`src/rtl/mem_byte_sequencer.sv`:
```
// Sequences LB/LW/SB/SW accesses into big-endian byte transfers on a byte-wide
// data memory, stalling the pipeline and returning the sign-extended load value.
module mem_byte_sequencer #(
  parameter int unsigned ADDR_W = 32
) (
  input  logic              clk,
  input  logic              rst,
  input  logic              start,
  input  logic              is_mem_inst,
  input  logic              is_word,
  input  logic              mem_write_en,
  input  logic [31:0]       addr,
  input  logic [31:0]       store_data,
  output logic              stall,
  output logic              done,
  output logic              misaligned,
  output logic [31:0]       load_data,
  output logic              mem_req,
  output logic              mem_we,
  output logic [ADDR_W-1:0] mem_addr,
  output logic [7:0]        mem_wdata,
  input  logic [7:0]        mem_rdata,
  input  logic              mem_ack
);

  typedef enum logic [1:0] {
    IDLE,
    XFER,
    FIN
  } state_t;

  state_t      state;
  state_t      state_nx;
  logic [1:0]  byte_idx;
  logic        word_q;
  logic        we_q;
  logic [23:0] sd_q;
  logic [23:0] asm_q;
  logic        accept;
  logic        mis_acc;
  logic        last_byte;

  assign accept    = (state == IDLE) && start && is_mem_inst;
  assign mis_acc   = is_word && (addr[1:0] != 2'b00);
  assign last_byte = !word_q || (byte_idx == 2'd3);
  // Released in FIN so the pipeline advances on the completing edge.
  assign stall     = (state == XFER) || accept;

  always_ff @(posedge clk or posedge rst) begin
    if (rst) begin
      state <= IDLE;
    end else begin
      state <= state_nx;
    end
  end

  always_comb begin
    state_nx = state;
    case (state)
      IDLE:    if (accept) state_nx = mis_acc ? FIN : XFER;
      XFER:    if (mem_ack && last_byte) state_nx = FIN;
      FIN:     state_nx = IDLE;
      default: state_nx = IDLE;
    endcase
  end

  always_ff @(posedge clk or posedge rst) begin
    if (rst) begin
      byte_idx   <= '0;
      word_q     <= 1'b0;
      we_q       <= 1'b0;
      sd_q       <= '0;
      asm_q      <= '0;
      mem_req    <= 1'b0;
      mem_we     <= 1'b0;
      mem_addr   <= '0;
      mem_wdata  <= '0;
      done       <= 1'b0;
      misaligned <= 1'b0;
      load_data  <= '0;
    end else begin
      done       <= 1'b0;
      misaligned <= 1'b0;
      case (state)
        IDLE: begin
          if (accept) begin
            byte_idx <= '0;
            word_q   <= is_word;
            we_q     <= mem_write_en;
            asm_q    <= '0;
            if (mis_acc) begin
              misaligned <= 1'b1;
            end else begin
              mem_req   <= 1'b1;
              mem_we    <= mem_write_en;
              mem_addr  <= addr[ADDR_W-1:0];
              mem_wdata <= is_word ? store_data[31:24] : store_data[7:0];
              sd_q      <= store_data[23:0];
            end
          end
        end
        XFER: begin
          if (mem_ack) begin
            if (last_byte) begin
              mem_req <= 1'b0;
              mem_we  <= 1'b0;
              done    <= 1'b1;
              if (!we_q) begin
                load_data <= word_q ? {asm_q, mem_rdata} : {{24{mem_rdata[7]}}, mem_rdata};
              end
            end else begin
              // Remaining store bytes sit MSB-first in sd_q; next byte is always its top slice.
              byte_idx  <= byte_idx + 2'd1;
              mem_addr  <= mem_addr + ADDR_W'(1);
              mem_wdata <= sd_q[23:16];
              sd_q      <= {sd_q[15:0], 8'h00};
              asm_q     <= {asm_q[15:0], mem_rdata};
            end
          end
        end
        default: ;
      endcase
    end
  end

endmodule

```
`config.mk`:
```
export PLATFORM = sky130hd
export DESIGN_NAME = mem_byte_sequencer
export DESIGN_NICKNAME = d
export VERILOG_FILES = /design/src/rtl/mem_byte_sequencer.sv
export SDC_FILE = /design/constraint.sdc
export NUM_CORES = 1
export LEC_CHECK = 0
export BUFFER_PORTS_ARGS = -buffer_cell sky130_fd_sc_hd__buf_2
export CORE_UTILIZATION = 57
export DETAILED_ROUTE_END_ITERATION = 10
export PLACE_DENSITY = 0.93
export SYNTH_ARGS = -nofsm -noshare
export SYNTH_HDL_FRONTEND = slang
export SYNTH_SLANG_ARGS = --single-unit
```
`constraint.sdc`:
```
create_clock -name clk -period 7.1 [get_ports clk]
set_input_delay 0.71 -clock clk [delete_from_list [all_inputs] [get_ports clk]]
set_output_delay 0.71 -clock clk [all_outputs]
set_load 0.01 [all_outputs]
```
==> results of run 1 <==
routing by layer:
| layer | wire length [um] | vias to the layer above | GRT usage [%] |
|---|---|---|---|
| met5 | 0 | - | 0 |
| met3 | 1100 | 40 | 5.33 |
| li1 | - | 2724 | - |
| met2 | 7920 | 289 | 48.4 |
| met4 | 412 | 0 | 12.2 |
| met1 | 6660 | 2762 | 40.4 |
cell type report:
| cell class | instances | area share, % |
|---|---|---|
| Multi-Input combinational cell | 503 | 36.1 |
| Inverter | 4 | 0.231 |
| Tap cell | 136 | 2.24 |
| Clock inverter | 15 | 2.15 |
| Timing Repair Buffer | 162 | 10.9 |
| Clock buffer | 17 | 5.46 |
| Sequential cell | 130 | 42.9 |
placed cells by master (no fill, tap or decap), types with 2 or more instances in the layout:
cell type  count
o21ai_0       72
inv_8          6
o22ai_1       11
and4_1         5
nand2_1      139
dfrtp_1      130
clkinv_4       2
o22a_1         7
or4_1          2
mux2_2        10
and3_1         5
and2_1         4
inv_1          3
mux2i_1        9
clkbuf_16     16
or4_4          2
a21oi_1       64
buf_2        155
a22o_1         9
o32ai_1        2
o2bb2ai_1      2
nand3_1       24
nor2_1        48
a41oi_1        2
a2bb2oi_1      7
nand4_1       17
or2_2          2
or3_1          3
a22oi_1        4
nor3_1         8
nor4_1         5
a31oi_1       20
inv_6          4
buf_4          7
ha_1           2
sequential cells by signal, indices dropped and copies added (netlist names):
signal / count
misaligned: 1
asm_q: 24
mem_wdata: 8
done: 1
sd_q: 24
state: 2
load_data: 32
mem_req: 1
byte_idx: 2
mem_we: 1
we_q: 1
mem_addr: 32
word_q: 1
metrics by stage:
stage          hold WS, ns  area [um^2]  power [W]
2_1_floorplan        0.450         6170    0.00215
3_3_place_gp         0.459         7000    0.00255
3_5_place_dp         0.467         7000    0.00261
4_1_cts              0.352         7580    0.00347
5_1_grt              0.375         7580    0.00371
6_report             0.311         7580    0.00348
worst max path at each step:
| stage | startpoint | end | slack (ns) |
|---|---|---|---|
| 2_1_floorplan | rst | asm_q[0] | 2.92 |
| 3_3_place_gp | addr[0] | mem_addr[9] | 4.25 |
| 3_5_place_dp | addr[0] | mem_addr[9] | 4.12 |
| 4_1_cts | state[0] | stall | 4.09 |
| 5_1_grt | word_q | mem_addr[9] | 3.86 |
| 6_report | state[0] | stall | 4.09 |
power by group through the flow:
stage	logic (W)	registers [W]	clock network, W
floorplan	0.000784	0.00137	0
global placement	0.00120	0.00135	0
detailed placement	0.00124	0.00136	0
CTS	0.00126	0.00135	0.000857
global route	0.00141	0.00141	0.000893
finish	0.00126	0.00137	0.000851
worst reg2reg max path: stages (launching register included):
cell and delay [ns]:
dfrtp_1 0.92, nor4bb_1 0.36, buf_4 0.20, nand2_1 0.08, nand2_2 0.74, o21ai_0 0.26, o2bb2ai_1 0.18
kinds of logic (layout without fill, tap and decap cells):
family                     count (synthesis)  in the layout
and+or+nand+nor                          274            274
AOI/OAI and AO/OA                        208            208
muxes                                     19             19
buffers and inverters                     58            198
DFF                                      130            130
adders and majority gates                  2              2
==> run_results.csv, run 1 <==
group,metric,value,unit
timing,setup_ws,4.09,ns
power,power_density,459,nW/um^2
power,swShare,41.7,%
drt,vias,5815,
yosys,synth.net_count,772,
drt,drtPass1Iterations,5,
global_routing,grt-ovfl-total,0,
clock_tree,cts_max_level,4,
drt,avgRoutedWirePerCell,16.6,um
timing,layout_min_cycle_time,3.01,ns
finish,num-nets-final,899,
yosys,synthesis.area,6170,um^2
run_status,status,"finished, final reports clean",
global_routing,antenna_found_initial,0,
yosys,synth_edf_count,0,
power,power.switching,0.00145,W
die,boundaryPins,156,
place,hpwlAfterDp,10400,um
worst_setup_path,startpoint_type,"register",
global_routing,track_usage,30.0,%
worst_setup_path,critPathRequiredTime,6.39,ns
yosys,synth.area.top_cells,"dfrtp_1, nand2_1, o21ai_0, a21oi_1, clkbuf_1",
yosys,synth.yosys.seq_area_share,52.7,%
timing,tns,0,ns
timing,skew,0.0131,ns
die,rows,37,
clock_tree,cts_tree,"built",
timing,maxSlewViolCount,0,
run,max_cap_viol_count,0,
clock_tree,post_cts.repair.setup_buffers,0,
timing,timing.final.crit_share,42.4,%
clock_tree,hold_buffers,0,
timing,slew_headroom,27.3,%
finish,postLayoutCoreUtil,72.8,%
worst_setup_path,reg2reg_depth,6,
finish,multi_input_area,2740,um^2
worst_setup_path,cp_max_fo,52,
yosys,synth.avg_cell_area,8.93,um^2
finish,fillers,769,
yosys,synth-compound-area-share,19.8,%
yosys,yosysMostFrequentCell,"nand2_1",
drt,routed_via_density,6.01,
worst_setup_path,cpLargestDelayFamily,"simple AND/OR/NAND/NOR gates",
global_routing,grt_pass1_wl,26400,um
yosys,yosys.area.top_type,"dfrtp_1",
power,pwr-share-comb,36.3,%
die,coreArea,10400,um^2
drt,finalWirelength,16100,um
yosys,synth_mux_area_share,3.29,%
finish,drive_gt1_share,26.4,%
clock_tree,path_clk_slew,0.06,ns
timing,hold_viol,0,
worst_setup_path,crit_buf_inv,1,
timing,tightest_slew,1.09,ns
power,p_leak,3.52,nW
worst_setup_path,critPathArrivalTime,2.30,ns
yosys,yosysUniqueCellTypes,44,
clock_tree,cts.sinks,130,
worst_setup_path,slowest_stage,"nor2b_4",
timing,rsz0062_at_grt,"no",
yosys,synthArstFlopShare,100,%
die,die_h,106,um
worst_setup_path,path_cells,"nor2b_4 -> or2_2 -> buf_2",
place,numPortBuffers,155,
yosys,synth_flop_cell,"dfrtp_1",
power,p_seq_share,39.3,%
drt,drc,0,
die,fp.dieW,106,um
die,start_util,59.2,%
place,dp_slack,4.12,ns
yosys,synth_seq_cells,130,
die,dieArea,11200,um^2
worst_setup_path,end_kind,"output port",
worst_setup_path,cp.depth,3,
clock_tree,ctsLongestPathBuffers,2,
timing,setup_violations,0,
worst_setup_path,crit_type,"reg2out",
yosys,yosys_warnings,0,
finish,syn_to_final_growth,22.9,%
finish,final_cells,967,
global_routing,grt_max_degree,74,
place,gp_congestion,0.868,
finish,diodes,0,
timing,max_freq,332,MHz
clock_tree,clock_latency,0.52,ns
worst_setup_path,r2r_setup_slack,4.23,ns
yosys,synth_top_family_by_area,"simple AND/OR/NAND/NOR gates",
yosys,synth_fa_ha_area_share,0.406,%
power,p_int,0.00203,W
drt,drt_iter0_markers,594,
yosys,synthXorXnorAreaFrac,0,%
yosys,synthSimpleGateAreaFrac,20.2,%
yosys,yosysTopAreaCellShare,52.7,%
worst_setup_path,max_stage_delay,0.90,ns
clock_tree,clockRootBuffer,"clkbuf_8",
worst_setup_path,r2r_start,"word_q",
yosys,synth_common_cells,"nand2_1, dfrtp_1, o21ai_0, a21oi_1, clkbuf_1",
min_path,hp-class,"in2async",
power,vdd_drop_max,0.000263,V
finish,seqCellArea,3250,um^2
place,dp.cells,935,
clock_tree,numCtsBuffers,17,
clock_tree,ctsResizeCount,0,
yosys,netlist_instances,691,
worst_setup_path,r2r-end,"mem_addr[12]",
global_routing,grt_pass1_vias,5346,
drt,antenna_left,0,
power,clkPwrFrac,24.5,%
(Power assumes the default switching activity.)
==> inputs of run 2 (changes only) <==
- CORE_UTILIZATION: 57 -> 48
- PLACE_DENSITY: 0.93 -> 0.84
- clock period: 7.1 -> 2.7 ns (I/O delays scaled with it)
==> run 2 against run 1 <==
Sequential share of layout area fell by 0.91 points. Power rose to 2.7 times the previous value. Worst setup slack got worse by 3.7 ns. First-iteration DRC count rose by 18%. Core utilization fell by 11 points. Largest cell class unchanged.
==> run_results.csv, run 2 (same netlist as run 1, synthesis figures left out) <==
group,metric,value,unit
clock_tree,path_clk_slew,0.05,ns
worst_setup_path,slowest_stage,"or4_4",
worst_setup_path,max_stage_delay,0.61,ns
die,dieArea,13300,um^2
finish,final_common_cell,"buf_2",
die,boundaryPins,156,
clock_tree,ctsLongestPathBuffers,2,
clock_tree,cts_max_level,4,
power,p_seq_share,38.1,%
drt,vias,5780,
timing,layout_min_cycle_time,2.35,ns
drt,avgRoutedWirePerCell,16.1,um
power,p_int,0.00562,W
run_status,status,"finished, final reports clean",
timing,tightest_slew,0.893,ns
run,max_cap_viol_count,0,
worst_setup_path,crit_type,"reg2reg",
worst_setup_path,cp_max_fo,7,
power,p_leak,3.58,nW
finish,drive_gt1_share,26.6,%
min_path,hp-class,"in2reg",
timing,maxSlewViolCount,0,
power,power.switching,0.00362,W
finish,num-nets-final,911,
clock_tree,cts.sinks,130,
clock_tree,hold_buffers,1,
global_routing,grt_pass1_wl,25800,um
finish,largestRegisters,"load_data (32), mem_addr (32)",
clock_tree,cts_tree,"built",
global_routing,grt_pass1_vias,5193,
drt,drc,0,
clock_tree,post_cts.repair.setup_buffers,0,
global_routing,grt_max_degree,123,
timing,tns,0,ns
power,power_density,1190,nW/um^2
drt,routed_via_density,5.71,
finish,layout_common_cells,"buf_2, nand2_1, dfrtp_1",
finish,fillers,1094,
finish,multi_input_area,2740,um^2
timing,slew_headroom,40.5,%
power,p_total,0.00924,W
worst_setup_path,startpoint_type,"register",
clock_tree,clock_latency,0.41,ns
clock_tree,numCtsBuffers,17,
finish,seqCellArea,3250,um^2
place,gp_congestion,0.934,
worst_setup_path,critPathArrivalTime,2.69,ns
worst_setup_path,end_kind,"register",
die,die_h,115,um
finish,diodes,0,
power,vdd_drop_max,0.000535,V
die,start_util,49.1,%
worst_setup_path,cp_common_cell,"or4_4",
drt,antenna_left,0,
timing,max_freq,426,MHz
finish,final_cells,1013,
power,pwr-share-comb,37.3,%
finish,postLayoutCoreUtil,61.6,%
drt,drt_iter0_markers,702,
place,numPortBuffers,155,
place,hpwlAfterDp,10800,um
die,coreArea,12600,um^2
power,clkPwrFrac,24.6,%
worst_setup_path,path_cells,"nand3_2 -> or4_4 -> or4_4 -> or4_1 -> nand4_1",
finish,syn_to_final_growth,25.6,%
drt,drtPass1Iterations,5,
timing,timing.final.crit_share,87.0,%
drt,finalWirelength,16300,um
timing,hold_viol,0,
timing,rsz0062_at_grt,"no",
global_routing,antenna_found_initial,0,
clock_tree,ctsResizeCount,0,
die,fp.dieW,115,um
worst_setup_path,critPathRequiredTime,3.05,ns
global_routing,track_usage,25.3,%
global_routing,grt-ovfl-total,0,
die,rows,41,
timing,whs,0.0983,ns
timing,setup_violations,0,
timing,skew,0.00656,ns
place,dp.cells,982,
clock_tree,clockRootBuffer,"clkbuf_16",
power,swShare,39.2,%
-- run 2: worst max-delay path: cells and delay by family (launching register included) --
| kind | cells | cell delay, ns |
|---|---|---|
| simple gates | 5 | 1.83 |
| flops | 1 | 0.45 |
-- run 2: path summary, 6_finish.rpt --
check	to	cells after the start	slack [ns]	start
setup / recovery	mem_addr[31]	5	0.35	mem_addr[5]
hold reg to reg	mem_req	1	0.47	mem_req
min in group asynchronous	asm_q[20]	4	0.54	rst
max in group asynchronous	mem_wdata[0]	4	1.58	rst
hold / removal	mem_addr[24]	3	0.1	addr[24]
setup reg to reg	mem_addr[31]	5	0.35	mem_addr[5]
-- run 2: metrics by stage --
| step | setup slack [ns] | cell area (um^2) |
|---|---|---|
| 2_1_floorplan | 0.497 | 6170 |
| 3_3_place_gp | 0.458 | 7160 |
| 3_5_place_dp | 0.395 | 7160 |
| 4_1_cts | 0.379 | 7750 |
| 5_1_grt | 0.288 | 7750 |
| 6_report | 0.352 | 7750 |
-- run 2: routing by layer --
layer  GRT usage, %  wire (um)  up-vias
li1               -          -     2744
met1           36.2       7350     2738
met2           36.3       7350      257
met3           4.96       1040       41
met4           13.2        520        0
met5              0          0        -
-- run 2: power groups by stage --
| stage | clock network (W) | registers (W) | logic [W] |
|---|---|---|---|
| after floorplan | 0 | 0.00360 | 0.00206 |
| after global placement | 0 | 0.00347 | 0.00336 |
| after detailed placement | 0 | 0.00353 | 0.00343 |
| after CTS | 0.00230 | 0.00350 | 0.00346 |
| after global routing | 0.00238 | 0.00363 | 0.00386 |
| final | 0.00227 | 0.00352 | 0.00345 |
-- run 2: cell type report --
class | instances | area share, %
clock buffers | 24 | 6.09
clock inverters | 6 | 1.36
inverters | 4 | 0.242
multi-input cells | 503 | 35.3
flip-flops and latches | 130 | 42.0
well taps | 172 | 2.78
repair buffers | 174 | 12.2
==> inputs of run 3 (changes only) <==
- BUFFER_PORTS_ARGS: -buffer_cell sky130_fd_sc_hd__buf_2 -> not set
- CORE_UTILIZATION: 48 -> 29
- CTS_CLUSTER_SIZE: not set -> 25
- DONT_BUFFER_PORTS: not set -> 1
- PLACE_DENSITY: 0.84 -> 0.52
==> run 3 against run 2 <==
Sequential power increased by 8.5%. Global-route usage decreased by 8.3 points. Via count decreased by 8.9%. Wire length increased by 9.9%. Final cell count decreased by 1.5%. Non-clock buffer count decreased by 115. Flip-flop and latch count unchanged. Highest routed layer unchanged. Register-to-register slack got worse by 0.04 ns. Power decreased by 3.4%. Worst setup slack got worse by 0.039 ns. Die area increased by 64%. Hold slack got worse by 0.074 ns. Critical endpoint unchanged.
==> run_results.csv, run 3 (same netlist as run 1, synthesis figures left out) <==
group,metric,value,unit
worst_setup_path,critPathRequiredTime,3.04,ns
finish,drive_gt1_share,11.3,%
timing,tightest_slew,1.07,ns
clock_tree,cts_max_level,4,
worst_setup_path,cp.depth,5,
drt,avgRoutedWirePerCell,17.9,um
clock_tree,numCtsBuffers,17,
worst_setup_path,max_stage_delay,0.59,ns
drt,routed_via_density,5.27,
place,numPortBuffers,0,
place,gp_congestion,0.871,
finish,seqCellArea,3250,um^2
clock_tree,cts.sinks,130,
power,p_int,0.00527,W
global_routing,grt-ovfl-total,0,
timing,setup_violations,0,
die,dieArea,21900,um^2
die,die_h,148,um
run_status,status,"finished, final reports clean",
power,swShare,40.9,%
min_path,hp-class,"in2reg",
place,hpwlAfterDp,12300,um
drt,vias,5264,
worst_setup_path,path_cells,"nand4_2 -> or4_4 -> or4_4 -> or4_1 -> nand4_1",
finish,final_cells,998,
finish,diodes,0,
worst_setup_path,slowest_stage,"or4_4",
power,pwr-share-comb,31.1,%
finish,multi_input_area,2740,um^2
finish,largestRegisters,"load_data (32), mem_addr (32)",
min_path,whs_path_depth,2,
global_routing,track_usage,17.0,%
global_routing,grt_max_degree,97,
timing,hold_viol,0,
finish,layout_common_cells,"nand2_1, dfrtp_1, o21ai_0",
worst_setup_path,crit_buf_inv,0,
finish,final_common_cell,"nand2_1",
timing,slew_headroom,28.7,%
clock_tree,path_clk_slew,0.06,ns
clock_tree,clock_latency,0.42,ns
worst_setup_path,crit_type,"reg2reg",
finish,fillers,2103,
power,clkPwrFrac,26.1,%
clock_tree,clockRootBuffer,"clkbuf_16",
clock_tree,ctsResizeCount,0,
clock_tree,cts_tree,"built",
worst_setup_path,reg2reg_depth,5,
timing,maxSlewViolCount,0,
power,power.switching,0.00365,W
global_routing,grt_pass1_vias,5187,
worst_setup_path,critPathArrivalTime,2.73,ns
drt,finalWirelength,17900,um
drt,drc,0,
clock_tree,ctsLongestPathBuffers,2,
worst_setup_path,end_kind,"register",
clock_tree,post_cts.repair.setup_buffers,0,
run,max_cap_viol_count,0,
worst_setup_path,startpoint_type,"register",
power,power_density,1190,nW/um^2
finish,num-nets-final,796,
timing,layout_min_cycle_time,2.39,ns
place,dp.cells,932,
timing,max_freq,419,MHz
timing,rsz0062_at_grt,"no",
drt,drtPass1Iterations,5,
worst_setup_path,cp_max_fo,7,
power,vdd_drop_max,0.000486,V
die,start_util,30.0,%
timing,tns,0,ns
drt,antenna_left,0,
die,rows,52,
drt,drt_iter0_markers,327,
power,p_leak,3.13,nW
worst_setup_path,cpLargestDelayFamily,"simple AND/OR/NAND/NOR gates",
die,coreArea,20600,um^2
global_routing,grt_pass1_wl,28700,um
power,p_seq_share,42.8,%
global_routing,antenna_found_initial,0,
finish,syn_to_final_growth,21.7,%
die,fp.dieW,148,um
timing,skew,0.0147,ns
clock_tree,hold_buffers,34,
timing,timing.final.crit_share,88.4,%
worst_setup_path,cp_common_cell,"or4_4",
die,boundaryPins,156,
-- run 3: cell types whose count changed in the layout (fill, tap and decap cells not counted) --
cell / change
inv_6: +2
clkbuf_8: +1
buf_4: +6
bufinv_16: -1
buf_12: +1
dlygate4sd3_1: +33
clkinv_4: +4
buf_2: -155
clkbuf_1: -4
-- run 3: area by class of cell --
cell class              count  area share, %
clock buffers              21           6.26
well taps                 270           4.50
multi-input cells         503           36.4
inverters                   4          0.250
repair buffers             59           7.53
clock inverters            11           1.70
flip-flops and latches    130           43.3
-- run 3: worst paths after layout --
kind	start	end	slack, ns
max in group asynchronous	rst	mem_addr[27]	1.37
setup / recovery	mem_addr[9]	mem_addr[31]	0.31
min in group asynchronous	rst	misaligned	0.46
hold reg to reg	asm_q[23]	asm_q[23]	0.48
hold / removal	store_data[17]	sd_q[17]	0.02
setup reg to reg	mem_addr[9]	mem_addr[31]	0.31
-- run 3: power by group through the flow --
stage	Combinational (W)	Sequential (W)	Clock, W
floorplan	0.00206	0.00360	0
global placement	0.00268	0.00381	0
detailed placement	0.00275	0.00385	0
CTS	0.00280	0.00382	0.00239
global route	0.00316	0.00395	0.00248
finish	0.00277	0.00382	0.00233
-- run 3: metal layers --
layer	GRT usage, %	vias to the layer above	part of all wire, %
met5	0	-	0
met3	4.51	25	6.3
met2	25.0	173	45
met1	23.2	2534	47
met4	7.58	0	1.9
li1	-	2532	-
-- run 3: per-stage QoR --
step                util (%)  area [um^2]  setup slack [ns]  total power, W  hold slack [ns]
detailed placement      32.0         6570             0.361         0.00660            0.315
CTS                     36.5         7510             0.329         0.00902          0.00194
global placement        32.0         6570             0.374         0.00649            0.311
floorplan                  -         6170             0.497         0.00566            0.406
finish                  36.5         7510             0.313         0.00893           0.0246
global route            36.5         7510             0.262         0.00959          0.00763
